File: src/rtl/alu_wide_seq_pkg.sv
// Shared ALU definitions: the 8-bit ALU control encoding, plus the wide-op and
// sequencer-state types used by the multi-byte sequencer.
package ALU_def;

    typedef enum logic [2:0] {
        ALU_ADD  = 3'd0,
        ALU_ADDC = 3'd1,
        ALU_SUB  = 3'd2,
        ALU_AND  = 3'd3,
        ALU_OR   = 3'd4,
        ALU_XOR  = 3'd5
    } ALU_CTRL;

    typedef enum logic [1:0] {
        WADD = 2'd0,
        WSUB = 2'd1,
        WAND = 2'd2,
        WOR  = 2'd3
    } wide_op_t;

    typedef enum logic [1:0] {
        WS_IDLE = 2'd0,
        WS_RUN  = 2'd1,
        WS_DONE = 2'd2
    } wide_state_t;

endpackage

File: src/rtl/alu_wide_seq_alu.sv
// 8-bit combinational ALU driven one byte at a time by the wide sequencer.
// Carry-in is owned by the caller; cout is carry out of bit 7 (not-borrow for SUB).
module ALU
    import ALU_def::*;
(
    input  logic [7:0] a,
    input  logic [7:0] b,
    input  logic       cin,
    input  logic [2:0] ctrl,
    output logic [7:0] y,
    output logic       cout,
    output logic       zero
);

    logic [8:0] sum;

    always_comb begin
        sum = 9'd0;
        case (ALU_CTRL'(ctrl))
            ALU_ADD:  sum = {1'b0, a} + {1'b0, b};
            ALU_ADDC: sum = {1'b0, a} + {1'b0, b} + {8'd0, cin};
            ALU_SUB:  sum = {1'b0, a} + {1'b0, ~b} + 9'd1;
            ALU_AND:  sum = {1'b0, a & b};
            ALU_OR:   sum = {1'b0, a | b};
            ALU_XOR:  sum = {1'b0, a ^ b};
            default:  sum = {1'b0, a};
        endcase
    end

    assign y    = sum[7:0];
    assign cout = sum[8];
    assign zero = (sum[7:0] == 8'd0);

endmodule

File: src/rtl/alu_wide_seq.sv
// Multi-byte sequencer: streams wide operands through the 8-bit ALU LSB first,
// chaining carry between bytes, and publishes result/carry/zero once per op.
module alu_wide_seq
    import ALU_def::*;
#(
    parameter int NBYTES = 4,
    localparam int W     = 8 * NBYTES
) (
    input  logic         clk,
    input  logic         reset,
    input  logic         start,
    input  logic [1:0]   op,
    input  logic [W-1:0] a_in,
    input  logic [W-1:0] b_in,
    output logic         busy,
    output logic         done,
    output logic [W-1:0] result,
    output logic         carry_out,
    output logic         zero_out
);

    localparam int IDX_W = (NBYTES > 1) ? $clog2(NBYTES) : 1;
    localparam logic [IDX_W-1:0] LAST_IDX = IDX_W'(NBYTES - 1);

    wide_state_t state_q, state_d;
    wide_op_t    op_q;

    logic [NBYTES-1:0][7:0] a_q, b_q, shadow_q, shadow_d;
    logic [IDX_W-1:0]       idx_q;
    logic                   carry_q;
    logic                   zacc_q;
    logic [W-1:0]           result_q;
    logic                   carry_out_q;
    logic                   zero_out_q;

    logic       accept;
    logic       last_byte;
    logic       logic_op;
    logic [7:0] alu_a, alu_b, alu_y;
    logic       alu_cout, alu_zero;
    logic       carry_nxt;
    ALU_CTRL    alu_ctrl;

    assign accept    = (state_q == WS_IDLE) && start;
    assign last_byte = (idx_q == LAST_IDX);
    assign logic_op  = (op_q == WAND) || (op_q == WOR);

    // Byte select; subtraction is a + ~b + 1 with the +1 preloaded into the carry reg
    assign alu_a = a_q[idx_q];
    assign alu_b = (op_q == WSUB) ? ~b_q[idx_q] : b_q[idx_q];

    always_comb begin
        alu_ctrl = ALU_ADDC;
        case (op_q)
            WADD:    alu_ctrl = (idx_q == '0) ? ALU_ADD : ALU_ADDC;
            WSUB:    alu_ctrl = ALU_ADDC;
            WAND:    alu_ctrl = ALU_AND;
            WOR:     alu_ctrl = ALU_OR;
            default: alu_ctrl = ALU_ADDC;
        endcase
    end

    ALU u_alu (
        .a    (alu_a),
        .b    (alu_b),
        .cin  (carry_q),
        .ctrl (alu_ctrl),
        .y    (alu_y),
        .cout (alu_cout),
        .zero (alu_zero)
    );

    assign carry_nxt = logic_op ? 1'b0 : alu_cout;

    // Final byte is merged here so result can be published on the same edge
    always_comb begin
        shadow_d        = shadow_q;
        shadow_d[idx_q] = alu_y;
    end

    always_comb begin
        state_d = state_q;
        case (state_q)
            WS_IDLE: if (start) state_d = WS_RUN;
            WS_RUN:  if (last_byte) state_d = WS_DONE;
            WS_DONE: state_d = WS_IDLE;
            default: state_d = WS_IDLE;
        endcase
    end

    always_ff @(posedge clk) begin
        if (reset) state_q <= WS_IDLE;
        else       state_q <= state_d;
    end

    always_ff @(posedge clk) begin
        if (reset) begin
            idx_q       <= '0;
            carry_q     <= 1'b0;
            zacc_q      <= 1'b0;
            result_q    <= '0;
            carry_out_q <= 1'b0;
            zero_out_q  <= 1'b0;
        end else if (accept) begin
            idx_q   <= '0;
            carry_q <= (wide_op_t'(op) == WSUB);
            zacc_q  <= 1'b1;
        end else if (state_q == WS_RUN) begin
            carry_q <= carry_nxt;
            zacc_q  <= zacc_q & alu_zero;
            if (last_byte) begin
                result_q    <= shadow_d;
                carry_out_q <= carry_nxt;
                zero_out_q  <= zacc_q & alu_zero;
            end else begin
                idx_q <= idx_q + 1'b1;
            end
        end
    end

    // Operand and shadow storage is pure data, qualified by accept/RUN only
    always_ff @(posedge clk) begin
        if (accept && !reset) begin
            a_q  <= a_in;
            b_q  <= b_in;
            op_q <= wide_op_t'(op);
        end
        if (state_q == WS_RUN) shadow_q <= shadow_d;
    end

    assign busy      = (state_q == WS_RUN);
    assign done      = (state_q == WS_DONE);
    assign result    = result_q;
    assign carry_out = carry_out_q;
    assign zero_out  = zero_out_q;

endmodule

File: config.mk
export PLATFORM = sky130hd
export DESIGN_NAME = alu_wide_seq
export DESIGN_NICKNAME = d
export VERILOG_FILES = /design/src/rtl/alu_wide_seq_pkg.sv /design/src/rtl/alu_wide_seq_alu.sv /design/src/rtl/alu_wide_seq.sv
export SDC_FILE = /design/constraint.sdc
export NUM_CORES = 1
export LEC_CHECK = 0
export CAP_MARGIN = 20
export CORE_MARGIN = 8
export CORE_UTILIZATION = 42
export CTS_CLUSTER_SIZE = 25
export DETAILED_ROUTE_END_ITERATION = 10
export MAX_ROUTING_LAYER = met4
export PLACE_DENSITY = 0.67
export SLEW_MARGIN = 20
export SYNTH_ARGS = -nofsm -noshare
export SYNTH_HDL_FRONTEND = slang
export SYNTH_SLANG_ARGS = --single-unit
File: constraint.sdc
create_clock -name clk -period 4.8 [get_ports clk]
set_clock_uncertainty 0.2 [all_clocks]
set_input_delay 0.96 -clock clk [delete_from_list [all_inputs] [get_ports clk]]
set_output_delay 0.96 -clock clk [all_outputs]
set_load 0.01 [all_outputs]
==> qor.yml, run 1 <==
run_status:
  status: "finished clean"
finish:
  ff_latch_area_um2: 3500
  fin_area_um2: 8650
  fillerInstances: 1328
  fin_nets: 801
  multi_input_area_um2: 3020
  area_growth_syn_to_layout_pct: 27.3
  drive_gt1_share_pct: 12.3
  stdcell_count: 922
  insertedDiodeCount: 0
clocking:
  cts.sinks: 130
  ctsHoldBuffers: 0
  h-tree-depth: 4
  numCtsBuffers: 17
  cts_resized: 0
  cts-root-buf: "clkbuf_16"
  cts_tree: "done"
  clk_pin_slew_ps: 60
  cts_buffer_depth: 2
  clock_latency_ps: 420
  cts_setup_buffers: 0
global_routing:
  grt.overflow.total: 0
  grt_max_degree: 69
  grt_pass1_wl_um: 27000
  antenna_found_initial: 0
  track_usage_pct: 17.6
  first_global_vias: 5046
sta:
  hold_viol_final: 0
  setup_tns_ps: 0
  worst_pin_slew_ps: 899
  setup_viol: 0
  period_minus_slack_ps: 4470
  fin_crit_sh_pct: 93.1
  worst_slack_ps: 333
  fmax_mhz: 224
  rsz0062_at_grt: "false"
  slew_headroom_pct: 40.1
  final_max_slew_viol_count: 0
drt:
  detail_route.wl_per_cell_um: 18.4
  drt-initial-drc-count: 383
  vias: 5005
  drc: 0
  vias_per_cell: 5.43
  dr.pass1.iters: 5
  totalWireLength_um: 17000
  drtAntennaViolNets: 0
setup_path:
  cp_max_fo: 13
  crit_path_max_incr_delay_ps: 580
  crit_path_start: "idx_q[0]$_SDFFE_PP0P_"
  startpoint_type: "flop"
  arrival_ps: 4400
  cp_slowest_cell: "dfxtp_1"
  critPathBufInv: 3
  crit_type: "reg2reg"
  cp_top_family: "compound AO/OA/AOI/OAI gates"
  worstPathCellList: "buf_12 > mux4_2 > xor2_1 > inv_1 > ha_1 > inv_1 > a221o_1 > a211oi_1 > nor4_1 > mux2i_1 > nor2_1 > a21oi_1"
  end_kind: "flop"
  cp_data_required_time_ps: 4740
  r2r_start: "idx_q[0]$_SDFFE_PP0P_"
  cp_common_cell: "inv_1"
floorplanning:
  initial_core_util_pct: 42.9
  die_area_um2: 20500
  io_pins: 105
  coreArea_um2: 15800
  die_y_um: 143
  fp-row-count: 46
  die_w_um: 143
yosys:
  yosys-top-cells-count: "edfxtp_1 (90), nand2_1 (50), nor2_1 (44)"
  synth_top_cell_area_share_pct: 39.8
  yosys-top-cells-area: "edfxtp_1 (40%), dfxtp_1 (12%), ha_1 (6.8%)"
  synth_ff_type: "edfxtp_1"
  synth_top_cell_by_area: "edfxtp_1"
  async_reset_ff_share_pct: 0
  synth_area_per_cell_um2: 11.4
  synth_most_common_cell: "edfxtp_1"
  synth_edf_count: 90
  synth_warnings: 0
  syn-num-nets: 704
  ys_seq_area_share_pct: 51.6
  ys_types: 72
  syn_area_um2: 6790
  syn-instance-count: 596
  ys_ff_latch: 130
power:
  leakage_nw: 3.12
  powerDensity_nw_per_um2: 363
  vdd_drop_max_uv: 292
place:
  io_buffers: 104
  dpl-instance-area_um2: 8050
  place_inst: 890
  place_congestion: 0.904
  dp_hpwl_um: 12500
  place_ws_ps: 346
min_path:
  hold_class: "reg2reg"
  worstHoldStart: "result[27]$_SDFFE_PP0P_"
flow_run:
  cap_viol_max_count: 0
[routing by layer]
layer | up-vias | GRT usage (%) | wire length, um
met5 | - | - | 0
met4 | 0 | 6.49 | 311
met3 | 28 | 4.17 | 787
met2 | 158 | 27.3 | 8000
met1 | 2447 | 22.1 | 7870
li1 | 2372 | - | -
[flip-flops by register name, indices dropped and copies added (netlist names)]
name       count
state_q        2
op_q           2
zero_out       1
shadow_q      24
carry_out      1
carry_q        1
idx_q          2
zacc_q         1
b_q           32
a_q           32
result        32
[worst paths after layout]
check | cells past startpoint | slack, ps | endpoint
min | 2 | 250 | result[27]$_SDFFE_PP0P_
max reg2reg | 12 | 330 | shadow_q[7]$_DFFE_PP_
max | 12 | 330 | shadow_q[7]$_DFFE_PP_
min reg2reg | 2 | 250 | result[27]$_SDFFE_PP0P_
[worst reg2reg max path, cell delays in order, from the launching register on]
cell and delay [ps]:
dfxtp_1 580, buf_12 230, mux4_2 530, xor2_1 340, inv_1 120, ha_1 490, inv_1 170, a221o_1 340
a211oi_1 440, nor4_1 170, mux2i_1 230, nor2_1 260, a21oi_1 100
[final cells by class]
| cell class | count | share of cell area (%) |
|---|---|---|
| tap | 216 | 3.13 |
| multi-input combinational | 395 | 35.0 |
| sequential | 130 | 40.5 |
| clock inverter | 8 | 1.17 |
| timing repair buffer | 113 | 13.0 |
| inverter | 36 | 1.56 |
| clock buffer | 24 | 5.70 |
[placed cells by master, fill, tap and decap left out, types with 8 or more instances in the layout]
| master | instances |
|---|---|
| a21oi_1 | 42 |
| buf_4 | 8 |
| clkbuf_16 | 18 |
| clkdlybuf4s50_1 | 104 |
| dfxtp_1 | 40 |
| edfxtp_1 | 90 |
| ha_1 | 37 |
| inv_1 | 34 |
| mux2_2 | 18 |
| mux4_2 | 16 |
| nand2_1 | 50 |
| nand3_1 | 10 |
| nor2_1 | 44 |
| nor3_1 | 12 |
| o21ai_0 | 14 |
| o21ai_1 | 9 |
| xnor2_1 | 8 |
| xor2_1 | 11 |
[report_power, final]
part           total (W)  internal (W)  switching (W)  leakage, nW
Clock            0.00128      0.000822       0.000454        0.291
Sequential       0.00128       0.00126      0.0000160         1.16
Combinational   0.000585      0.000250       0.000335         1.67
[kinds of logic (layout without fill, tap and decap cells)]
logic type,count (synthesis),after routing,synth area share (%)
buffers and inverters,71,181,4.09
AOI/OAI and AO/OA,132,132,13.0
adders and majority gates,39,39,7.40
xor gates and xnor gates,21,21,3.02
muxes,39,39,9.02
and+or+nand+nor,164,164,11.9
DFF,130,130,51.6
[per-stage QoR]
stage	power, W	hold slack [ps]	util [%]
CTS	0.00316	255	54.6
finish	0.00314	252	54.6
detailed placement	0.00188	248	50.9
floorplan	0.00169	281	-
global placement	0.00187	245	50.9
global route	0.00326	275	54.6
(Power assumes the default switching activity.)
==> inputs of run 2 (changes only) <==
CELL_PAD_IN_SITES_DETAIL_PLACEMENT = 1   (was unset)
CELL_PAD_IN_SITES_GLOBAL_PLACEMENT = 1   (was unset)
CORE_UTILIZATION = 39   (was 42)
PLACE_DENSITY = unset   (was 0.67)
PLACE_DENSITY_LB_ADDON = 0.1   (was unset)
==> run 2 against run 1 <==
  * Flip-flop and latch count is the same
  * First-iteration DRC count fell by 43%
  * Sequential power about the same
  * Critical path depth increased by 1
  * Register-to-register slack improved by 40 ps
  * Count of clock-buffer cells in the layout decreased by 4
  * Combinational power rose by 3.6%
  * Critical path type unchanged
==> qor.yml, run 2 (same netlist as run 1, synthesis figures left out) <==
floorplanning:
  io_pins: 105  # unchanged
  coreArea_um2: 17200  # +8.5%
  die_area_um2: 21900  # +6.8%
  fp-row-count: 48  # +4.3%
  die_y_um: 148  # +3.4%
  initial_core_util_pct: 39.6  # -3.4 points
  die_w_um: 148  # +3.4%
finish:
  insertedDiodeCount: 0  # unchanged
  drive_gt1_share_pct: 13.1  # +0.79 points
  multi_input_area_um2: 3020  # unchanged
  fin_area_um2: 8630  # -0.25%
  area_growth_syn_to_layout_pct: 27.0
  fin_nets: 804  # +0.37%
  fillerInstances: 1829  # +38%
  ff_latch_area_um2: 3500  # unchanged
  layout_common_cells: "clkdlybuf4s50_1 (104), edfxtp_1 (90), nand2_1 (50), nor2_1 (44), a21oi_1 (42)"
  layout_commonest_cell: "clkdlybuf4s50_1"
clocking:
  cts.sinks: 130  # unchanged
  cts_resized: 0  # unchanged
  h-tree-depth: 4  # unchanged
  cts_setup_buffers: 0  # unchanged
  numCtsBuffers: 17  # unchanged
  clk_pin_slew_ps: 60  # about the same
  ctsHoldBuffers: 0  # unchanged
  cts_tree: "done"
  cts-root-buf: "clkbuf_16"
  clock_latency_ps: 420  # about the same
  cts_buffer_depth: 2  # unchanged
sta:
  worst_pin_slew_ps: 912  # +13.1 ps
  fin_hold_ws_ps: 253  # +0.443 ps
  period_minus_slack_ps: 4430  # -38.6 ps
  final_max_slew_viol_count: 0  # unchanged
  setup_viol: 0  # unchanged
  rsz0062_at_grt: "false"
  slew_headroom_pct: 39.2  # -0.87 points
  hold_viol_final: 0  # unchanged
  fin_crit_sh_pct: 92.3  # -0.80 points
  setup_tns_ps: 0  # unchanged
  fmax_mhz: 226  # +0.87%
global_routing:
  met2_usage_pct: 28.5  # +1.2 points
  grt.overflow.total: 0  # unchanged
  met3_usage_pct: 3.94  # -0.23 points
  grt_max_degree: 69  # unchanged
  first_global_vias: 5432  # +7.6%
  antenna_found_initial: 0  # unchanged
  grt_pass1_wl_um: 30200  # +12%
  grt.busiest_layer: "met2"
  track_usage_pct: 18.5  # +0.81 points
  grtUsageMet1_pct: 23.5  # +1.4 points
drt:
  drtAntennaViolNets: 0  # unchanged
  dr.pass1.iters: 4  # -1
  drt-initial-drc-count: 220  # -43%
  totalWireLength_um: 19000  # +12%
  vias_per_cell: 5.37  # -1.2%
  drc: 0  # unchanged
  detail_route.wl_per_cell_um: 20.4  # +11%
  vias: 5011  # +0.12%
power:
  leakage_nw: 3.10  # -0.48%
  powerDensity_nw_per_um2: 358  # -1.3%
  switching_share_pct: 28.3  # +2.6 points
  switching_power_w: 0.000874  # +8.6%
  p_int_w: 0.00221  # -5.1%
  vdd_drop_max_uv: 261  # -11%
  pwr-share-clk_pct: 39.1  # -1.6 points
  combPwrFrac_pct: 19.6  # +1.0 points
  seqPwrFrac_pct: 41.3  # +0.6 points
run_status:
  status: "finished clean"
place:
  dpl-instance-area_um2: 8070  # +0.26%
  io_buffers: 104  # unchanged
  place_congestion: 0.861  # -4.8%
  dp_hpwl_um: 14200  # +13%
setup_path:
  end_kind: "flop"
  startpoint_type: "flop"
  cp_data_required_time_ps: 4910  # +170 ps
  arrival_ps: 4540  # +140 ps
  cp_max_fo: 14  # +1
  regToRegSetupSlack_ps: 370  # +40 ps
  crit_type: "reg2reg"
min_path:
  hold_class: "reg2reg"
flow_run:
  cap_viol_max_count: 0  # unchanged
-- run 2: changes by cell type in the layout (fill, tap and decap cells not counted), sizes merged --
cell / change
clkinv: -3
inv: +6
buf: +3
bufinv: -2
clkbuf: -4
clkinvlp: +3
-- run 2: final timing paths --
path,startpoint,to,cells after the start
max,idx_q[1]$_SDFFE_PP0P_,result[13]$_SDFFE_PP0P_,13
min,result[27]$_SDFFE_PP0P_,result[27]$_SDFFE_PP0P_,2
max reg2reg,idx_q[1]$_SDFFE_PP0P_,result[13]$_SDFFE_PP0P_,13
min reg2reg,result[27]$_SDFFE_PP0P_,result[27]$_SDFFE_PP0P_,2
-- run 2: worst max-delay path, stage by stage (launching register included) --
cell and delay (ps):
dfxtp_1 750, mux4_2 420, xor2_1 230, ha_1 250
inv_1 70, fa_1 450, xnor2_2 250, and3_1 270
o311ai_2 150, o22ai_1 180, nand3_1 110, o32a_1 460
mux2_2 330, o21a_1 190
-- run 2: area by class of cell --
cell class / count / area share (%)
clock buffers: 20 / 5.31
clock inverters: 12 / 1.09
inverters: 36 / 1.57
multi-input cells: 395 / 35.0
flip-flops and latches: 130 / 40.6
well taps: 225 / 3.26
repair buffers: 116 / 13.1
-- run 2: power groups by stage --
| stage | Sequential (W) | Combinational, W | Clock, W |
|---|---|---|---|
| final | 0.00127 | 0.000606 | 0.00121 |
| after global routing | 0.00128 | 0.000666 | 0.00127 |
| after CTS | 0.00127 | 0.000607 | 0.00123 |
| after detailed placement | 0.00130 | 0.000605 | 0 |
| after global placement | 0.00129 | 0.000592 | 0 |
| after floorplan | 0.00129 | 0.000401 | 0 |
-- run 2: layer usage --
layer,part of all wire [%],up-vias,routed length [um]
met3,4.2,24,806
met2,47,133,8900
met1,47,2477,8950
met5,0,-,0
li1,-,2377,-
met4,1.9,0,355
-- run 2: stage by stage --
stage | utilization, % | std cells | worst slack, ps | power, W
final | 50.2 | 934 | 372 | 0.00309
after global routing | 50.2 | 934 | 115 | 0.00322
after CTS | 50.2 | 934 | 338 | 0.00311
after detailed placement | 47.0 | 902 | 372 | 0.00190
after global placement | 47.0 | 902 | 428 | 0.00189
after floorplan | - | 596 | 571 | 0.00169
